==> src/rtl/jt12_pg_pkg.sv <==
// Shared constants and slot/operator index helpers for the JT12 phase-generator controller.
package jt12_pg_pkg;
    localparam int SLOTS   = 24;
    localparam int NCH     = 6;
    localparam int SLOT_W  = 5;
    localparam int CH_W    = 3;
    localparam int OP_W    = 2;
    localparam int DT1_DLY = 1;
    localparam int RST_DLY = 2;
    localparam int MUL_DLY = 4;

    typedef enum logic [1:0] {
        SEL_FNUM = 2'd0,
        SEL_MUL  = 2'd1,
        SEL_KEY  = 2'd2,
        SEL_CH3  = 2'd3
    } wr_sel_e;

    // Slot groups run S1, S3, S2, S4; the swap is its own inverse, so one table maps both ways.
    localparam logic [OP_W-1:0] GRP_OP [4] = '{2'd0, 2'd2, 2'd1, 2'd3};

    function automatic logic [OP_W-1:0] slot_grp(input logic [SLOT_W-1:0] s);
        if (s >= 5'd18)      return 2'd3;
        else if (s >= 5'd12) return 2'd2;
        else if (s >= 5'd6)  return 2'd1;
        else                 return 2'd0;
    endfunction

    function automatic logic [CH_W-1:0] slot_ch(input logic [SLOT_W-1:0] s);
        return CH_W'(s - SLOT_W'(slot_grp(s)) * 5'd6);
    endfunction

    function automatic logic [SLOT_W-1:0] slot_of(input logic [CH_W-1:0] ch,
                                                  input logic [OP_W-1:0] op);
        return SLOT_W'(GRP_OP[op]) * 5'd6 + SLOT_W'(ch);
    endfunction
endpackage

==> src/rtl/jt12_pg_ctrl_if.sv <==
// Register-write bus from the write decoder into the phase-generator controller.
interface jt12_pg_ctrl_if;
    logic        wr_en;
    logic [1:0]  wr_sel;
    logic [2:0]  wr_ch;
    logic [1:0]  wr_op;
    logic [13:0] wr_data;
    logic        wr_xfn;

    modport master (output wr_en, wr_sel, wr_ch, wr_op, wr_data, wr_xfn);
    modport slave  (input  wr_en, wr_sel, wr_ch, wr_op, wr_data, wr_xfn);
endinterface

==> src/rtl/jt12_pg_dly.sv <==
// Fixed-length delay line with asynchronous clear, used to align values to later pipeline stages.
module jt12_pg_dly #(
    parameter int W      = 1,
    parameter int STAGES = 1
) (
    input  logic         clk,
    input  logic         rst_n,
    input  logic [W-1:0] din,
    output logic [W-1:0] dout
);
    logic [W-1:0] pipe_q [STAGES];
    logic [W-1:0] pipe_d [STAGES];

    always_comb begin
        pipe_d[0] = din;
        for (int i = 1; i < STAGES; i++) pipe_d[i] = pipe_q[i-1];
    end

    always_ff @(posedge clk or negedge rst_n) begin
        if (!rst_n) begin
            for (int i = 0; i < STAGES; i++) pipe_q[i] <= '0;
        end else begin
            pipe_q <= pipe_d;
        end
    end

    assign dout = pipe_q[STAGES-1];
endmodule

==> src/rtl/jt12_pg_ctrl.sv <==
// Slot sequencer and parameter scheduler for the JT12 phase generator: runs the 24-slot
// multiplex, holds frequency/mul/dt1/key state and presents each value at its consuming stage.
module jt12_pg_ctrl
    import jt12_pg_pkg::*;
(
    input  logic              clk,
    input  logic              rst_n,
    jt12_pg_ctrl_if.slave     wr,
    input  logic              halt,
    output logic [10:0]       fnum_I,
    output logic [2:0]        block_I,
    output logic [2:0]        dt1_II,
    output logic [3:0]        mul_V,
    output logic              pg_rst_III,
    output logic              pg_stop,
    output logic              zero,
    output logic [SLOT_W-1:0] slot_I
);
    logic [SLOT_W-1:0] slot_q, slot_d;
    logic              zero_q, zero_d;
    logic [13:0]       freq_q, freq_d;
    logic [6:0]        opp_q, opp_d;
    logic              rst_q, rst_d;
    logic              stop_q, stop_d;
    logic              ch3_q, ch3_d;
    logic [13:0]       chf_q [NCH], chf_d [NCH];
    logic [13:0]       xf_q [3], xf_d [3];
    logic [6:0]        opr_q [SLOTS], opr_d [SLOTS];
    logic [SLOTS-1:0]  key_q, key_d, pend_q, pend_d;
    logic [CH_W-1:0]   rd_ch;
    logic [OP_W-1:0]   rd_op;
    logic              wr_ok;
    logic [SLOT_W-1:0] wr_slot;

    // Stage I registers are loaded with the slot about to be presented (slot_d).
    always_comb begin
        slot_d = (slot_q == SLOT_W'(SLOTS - 1)) ? '0 : slot_q + SLOT_W'(1);
        zero_d = (slot_d == '0);
        rd_ch  = slot_ch(slot_d);
        rd_op  = GRP_OP[slot_grp(slot_d)];
        if (ch3_q && rd_ch == 3'd2 && rd_op != 2'd3) freq_d = xf_q[rd_op];
        else                                         freq_d = chf_q[rd_ch];
        opp_d  = opr_q[slot_d];
        rst_d  = pend_q[slot_d];
        stop_d = halt;

        ch3_d  = ch3_q;
        chf_d  = chf_q;
        xf_d   = xf_q;
        opr_d  = opr_q;
        key_d  = key_q;
        pend_d = pend_q;
        pend_d[slot_d] = 1'b0;

        wr_ok   = wr.wr_en && (wr.wr_ch < CH_W'(NCH));
        wr_slot = slot_of(wr.wr_ch, wr.wr_op);
        if (wr_ok) begin
            case (wr_sel_e'(wr.wr_sel))
                SEL_FNUM: begin
                    if (wr.wr_xfn && wr.wr_ch == 3'd2 && wr.wr_op != 2'd3)
                        xf_d[wr.wr_op] = wr.wr_data;
                    else
                        chf_d[wr.wr_ch] = wr.wr_data;
                end
                SEL_MUL: opr_d[wr_slot] = wr.wr_data[6:0];
                SEL_KEY: begin
                    // Setting after the read-clear above makes a new key edge win over the clear.
                    for (int i = 0; i < 4; i++) begin
                        key_d[slot_of(wr.wr_ch, OP_W'(i))] = wr.wr_data[i];
                        if (wr.wr_data[i] && !key_q[slot_of(wr.wr_ch, OP_W'(i))])
                            pend_d[slot_of(wr.wr_ch, OP_W'(i))] = 1'b1;
                    end
                end
                default: ch3_d = wr.wr_data[0];
            endcase
        end
    end

    always_ff @(posedge clk or negedge rst_n) begin
        if (!rst_n) begin
            slot_q <= '0;
            zero_q <= 1'b1;
            freq_q <= '0;
            opp_q  <= '0;
            rst_q  <= 1'b0;
            stop_q <= 1'b0;
            ch3_q  <= 1'b0;
            key_q  <= '0;
            pend_q <= '0;
            for (int i = 0; i < NCH; i++)   chf_q[i] <= '0;
            for (int i = 0; i < 3; i++)     xf_q[i]  <= '0;
            for (int i = 0; i < SLOTS; i++) opr_q[i] <= '0;
        end else begin
            slot_q <= slot_d;
            zero_q <= zero_d;
            freq_q <= freq_d;
            opp_q  <= opp_d;
            rst_q  <= rst_d;
            stop_q <= stop_d;
            ch3_q  <= ch3_d;
            key_q  <= key_d;
            pend_q <= pend_d;
            chf_q  <= chf_d;
            xf_q   <= xf_d;
            opr_q  <= opr_d;
        end
    end

    assign slot_I  = slot_q;
    assign zero    = zero_q;
    assign fnum_I  = freq_q[10:0];
    assign block_I = freq_q[13:11];
    assign pg_stop = stop_q;

    jt12_pg_dly #(.W(3), .STAGES(DT1_DLY)) u_dt1_dly (
        .clk(clk), .rst_n(rst_n), .din(opp_q[6:4]), .dout(dt1_II)
    );
    jt12_pg_dly #(.W(1), .STAGES(RST_DLY)) u_rst_dly (
        .clk(clk), .rst_n(rst_n), .din(rst_q), .dout(pg_rst_III)
    );
    jt12_pg_dly #(.W(4), .STAGES(MUL_DLY)) u_mul_dly (
        .clk(clk), .rst_n(rst_n), .din(opp_q[3:0]), .dout(mul_V)
    );
endmodule

==> src/flat_wrapper.sv <==
// flat-port wrapper written by rule: the top's interface ports become plain ports
module jt12_pg_ctrl_flat import jt12_pg_pkg::*;
  (clk, rst_n, halt, fnum_I, block_I, dt1_II, mul_V, pg_rst_III, pg_stop, zero, slot_I, wr_wr_en, wr_wr_sel, wr_wr_ch, wr_wr_op, wr_wr_data, wr_wr_xfn);
  jt12_pg_ctrl_if wr_i ();
  input  logic clk;
  input  logic rst_n;
  input  logic halt;
  output logic [10:0] fnum_I;
  output logic [2:0] block_I;
  output logic [2:0] dt1_II;
  output logic [3:0] mul_V;
  output logic pg_rst_III;
  output logic pg_stop;
  output logic zero;
  output logic [SLOT_W-1:0] slot_I;
  input wire logic [$bits(wr_i.wr_en)-1:0] wr_wr_en;
  input wire logic [$bits(wr_i.wr_sel)-1:0] wr_wr_sel;
  input wire logic [$bits(wr_i.wr_ch)-1:0] wr_wr_ch;
  input wire logic [$bits(wr_i.wr_op)-1:0] wr_wr_op;
  input wire logic [$bits(wr_i.wr_data)-1:0] wr_wr_data;
  input wire logic [$bits(wr_i.wr_xfn)-1:0] wr_wr_xfn;
  assign wr_i.wr_en = wr_wr_en;
  assign wr_i.wr_sel = wr_wr_sel;
  assign wr_i.wr_ch = wr_wr_ch;
  assign wr_i.wr_op = wr_wr_op;
  assign wr_i.wr_data = wr_wr_data;
  assign wr_i.wr_xfn = wr_wr_xfn;
  jt12_pg_ctrl u_core (.clk(clk), .rst_n(rst_n), .wr(wr_i), .halt(halt), .fnum_I(fnum_I), .block_I(block_I), .dt1_II(dt1_II), .mul_V(mul_V), .pg_rst_III(pg_rst_III), .pg_stop(pg_stop), .zero(zero), .slot_I(slot_I));
endmodule
==> config.mk <==
export PLATFORM = sky130hd
export DESIGN_NAME = jt12_pg_ctrl_flat
export DESIGN_NICKNAME = d
export VERILOG_FILES = /design/src/rtl/jt12_pg_pkg.sv /design/src/rtl/jt12_pg_ctrl_if.sv /design/src/rtl/jt12_pg_dly.sv /design/src/rtl/jt12_pg_ctrl.sv /design/src/flat_wrapper.sv
export SDC_FILE = /design/constraint.sdc
export NUM_CORES = 1
export LEC_CHECK = 0
export ABC_AREA = 1
export BUFFER_PORTS_ARGS = -buffer_cell sky130_fd_sc_hd__buf_2
export CAP_MARGIN = 20
export CORE_AREA = 2 2 249 202
export CTS_BUF_LIST = sky130_fd_sc_hd__clkbuf_2
export DETAILED_ROUTE_END_ITERATION = 16
export DIE_AREA = 0 0 251 204
export PLACE_DENSITY = 0.58
export RECOVER_POWER = 50
export SETUP_SLACK_MARGIN = 0.15
export SYNTH_ARGS = -nofsm -noshare
export SYNTH_HDL_FRONTEND = slang
export SYNTH_SLANG_ARGS = --single-unit
==> constraint.sdc <==
create_clock -name clk -period 7.3 [get_ports clk]
set_input_delay 0.73 -clock clk [delete_from_list [all_inputs] [get_ports clk]]
set_output_delay 0.73 -clock clk [all_outputs]
set_load 0.01 [all_outputs]
==> results.yml <==
timing:
  rsz0062_at_grt: "no"
  hold_violations: 0
  slew_violations: 291
  setup-tns-final_ns: 0
  finalSetupViolCount: 0
  worstMarginPinSlew_ns: 3.93
  fin_crit_sh: 0.699
  layout_setup_ws_ns: 2.20
  layout_min_cycle_time_ns: 5.11
  relSlewSlack: -1.62
  clock.fmax_ghz: 0.196
  fin_worst_skew_ns: 0.122
outcome:
  violations: "max-capacitance violations, max-slew violations"
  status: "finished, violations left"
final_layout:
  drive_gt1_frac: 0.117
  nFillCells: 4994
  area_delta_synth_final_pct: 7.83
  nNetsFinal: 2471
drt:
  remaining_drc_errors: 0
  routedWlPerCell_um: 17.8
  drt_wl_total_mm: 56.0
  vias_per_cell: 5.23
  vias: 16400
  first_iter_violations: 1779
  postRouteAntennaNets: 0
  drtPass1Iterations: 6
die:
  dieArea_um2: 51200
  start_util: 0.394
  core_area_um2: 49000
  die_x_um: 251
  num_rows: 73
  die_y_um: 204
  pin_count: 55
pwr:
  p_leak_uw: 0.0102
  power_density_nw_per_um2: 235
  ir_drop_mv: 0.0878
worst_setup_path:
  worst_setup_path_end_kind: "register"
  r2r_cells: 15
  reg2reg_from: "u_core.slot_I[0]"
  r2r_end: "u_core.freq_q[9]"
  r2r_setup_slack_ns: 2.20
  crit_required_ns: 8.30
  crit_type: "register to register"
  path_max_fanout: 32
  cp.arrival_ns: 6.11
  worstSetupStartpointType: "register"
clock_tree:
  post_cts_buffers: 0
  cts-root-buf: "clkbuf_2"
  cts_num_sinks: 393
  cts_tree: "done"
  clk_latency_ns: 1.13
  numCtsBuffers: 104
  htree_num_levels: 3
  path_clk_slew_ns: 0.10
  cts_buffer_depth: 3
synthesis:
  synth-edff-count: 0
  syn_area_per_cell_um2: 8.15
  synthFlopType: "dfrtp_1"
  synth_area_um2: 19300
  syn-num-nets: 2413
  async_reset_ff_frac: 1.00
  synth_area_leaders: "dfrtp_1 51%, nand2_1 15%, o21ai_0 7.5%, nand3_1 5.7%, inv_1 3.3%"
  ys_ff_latch: 393
  yosys_warnings: 0
  syn_inst: 2367
  ys_seq_area_frac: 0.510
  ys_types: 47
  yosysTopAreaCell: "dfrtp_1"
  synth_top_area_share: 0.508
global_routing:
  gr-usage-all-layers: 0.222
  grt_overflow_total: 0
  grt_pass1_wl_mm: 89.3
  antenna_found_initial: 2
  grt_max_degree: 154
  first_global_vias: 15600
placed_design:
  dp_slack_ns: 2.18
  io_buffer_count: 54
  gp_congestion: 0.860
  hpwl_mm: 35.3
worst_hold_path:
  hold_start: "wr_wr_en"
  min_to: "u_core.ch3_q"
  hold_depth: 5
  worst_hold_path_type: "input pin to register"
run:
  maxCapViolCount: 2
-- sequential cells by signal (all words and copies together), names as in the netlist, 3 cells and up --
| signal | flops |
|---|---|
| u_core.u_mul_dly.dout | 4 |
| u_core.u_dt1_dly.dout | 3 |
| u_core.opp_q | 7 |
| u_core.key_q | 24 |
| u_core.pend_q | 24 |
| u_core.xf_q | 42 |
| u_core.chf_q | 84 |
| u_core.u_mul_dly.pipe_d | 12 |
| u_core.freq_q | 14 |
| u_core.slot_I | 5 |
| u_core.opr_q | 168 |
-- Yosys cell counts, types with 10 or more instances --
| cell | number |
|---|---|
| nand2_1 | 746 |
| dfrtp_1 | 392 |
| o21ai_0 | 289 |
| nand3_1 | 219 |
| inv_1 | 169 |
| o21ai_1 | 107 |
| a21oi_1 | 56 |
| nor2_1 | 55 |
| clkbuf_1 | 50 |
| buf_2 | 41 |
| nand3b_1 | 34 |
| nand3_2 | 27 |
| buf_4 | 22 |
| ha_1 | 19 |
| o21a_1 | 19 |
| buf_6 | 18 |
| inv_2 | 13 |
| nand4_1 | 10 |
| o211ai_1 | 10 |
-- power by group --
| part | internal, uW | total, uW | switching [uW] |
|---|---|---|---|
| clock | 642 | 1610 | 972 |
| sequential | 2470 | 2610 | 144 |
| combinational | 241 | 669 | 428 |
| total | 3350 | 4900 | 1540 |
-- worst max path at each step --
| stage | startpoint | to | slack, ns |
|---|---|---|---|
| finish | u_core.slot_I[0] | u_core.freq_q[9] | 2.20 |
| CTS | u_core.slot_I[0] | u_core.freq_q[9] | 2.25 |
| global route | rst_n | u_core.opr_q[110] | 1.80 |
| global placement | u_core.slot_I[0] | u_core.freq_q[12] | 2.44 |
| floorplan | u_core.slot_I[0] | u_core.freq_q[12] | 3.80 |
| detailed placement | u_core.slot_I[0] | u_core.freq_q[9] | 2.18 |
-- kinds of logic (layout without fill, tap and decap cells) --
logic type	count (synthesis)	in the layout	share of synthesized area
XOR/XNOR	5	5	0.00363
multiplexers	3	3	0.00169
buffers and inverters	325	459	0.0774
flip-flops	393	393	0.510
adder cells (fa/ha/maj)	20	20	0.0134
AO/OA/AOI/OAI	490	490	0.133
other	0	3	0
AND/OR/NAND/NOR	1131	1131	0.261
-- metrics by stage --
| step | hold WS, ns | power (uW) | cell area [um2] | std cells | util |
|---|---|---|---|---|---|
| final | 0.166 | 4900 | 20800 | 3141 | 0.425 |
| after floorplan | 0.331 | 3060 | 19300 | 2367 | - |
| after CTS | 0.0490 | 4960 | 20900 | 3135 | 0.427 |
| after global placement | 0.333 | 3300 | 19700 | 2934 | 0.403 |
| after global routing | 0.101 | 5210 | 20800 | 3141 | 0.425 |
| after detailed placement | 0.335 | 3320 | 19700 | 2935 | 0.403 |
-- worst max-delay path: stages (launching register included) --
cell      delay, ns
dfrtp_1        0.46
ha_1           0.27
nand2_2        0.13
nor2_2         0.06
nand2_2        0.49
buf_4          0.47
nand3_1        0.69
nand2_2        0.56
ha_1           0.32
xnor2_1        0.36
xor2_4         0.24
nor2_1         0.15
buf_4          0.25
clkinv_1       0.30
nand3_1        0.18
nand2_1        0.07
-- cell usage in the layout, fill, tap and decap left out, types with 2 or more instances in the layout --
cell and instances:
nor2_4 3, a21o_1 2, xor2_1 2, clkbuf_1 5, inv_1 168, o21ai_1 99
clkinv_1 29, nor2_2 4, a21oi_1 56, mux2_2 2, buf_4 14, nor2_1 60
nand2_1 751, nand3_2 24, bufinv_16 3, ha_1 19, nand3_1 222, buf_2 52
buf_8 3, dlygate4sd3_1 18, nor3_4 6, o21ai_0 298, diode_2 3, o21a_1 19
nand3b_1 34, o211ai_1 10, inv_2 12, nand2_2 7, nand4_1 10, clkinv_2 7
nor3_1 6, dfrtp_1 392, clkbuf_2 145
-- final cells by class --
cell class / count / area (um2) / share of cell area
Sequential cell: 393 / 9840 / 0.473
Multi-Input combinational cell: 1649 / 7890 / 0.379
Tap cell: 637 / 797 / 0.0383
Clock buffer: 143 / 716 / 0.0344
Inverter: 183 / 687 / 0.0330
Timing Repair Buffer: 94 / 619 / 0.0298
Clock inverter: 39 / 248 / 0.0119
Antenna cell: 3 / 7.51 / 0.000361
-- timing repair --
item,in CTS,in global routing
hold buffers,18,0
resized for setup,0,0
endpoints found under the hold margin,191,0
-- routing by layer --
| metal | vias to the layer above | part of all wire | wire, um | track usage |
|---|---|---|---|---|
| li1 | 7875 | - | - | - |
| met1 | 7887 | 0.49 | 27400 | 0.333 |
| met2 | 571 | 0.42 | 23700 | 0.320 |
| met3 | 96 | 0.069 | 3840 | 0.0460 |
| met4 | 0 | 0.020 | 1100 | 0.0659 |
| met5 | - | 0 | 0 | 0 |
No activity file was read; power rests on OpenSTA's default activity.
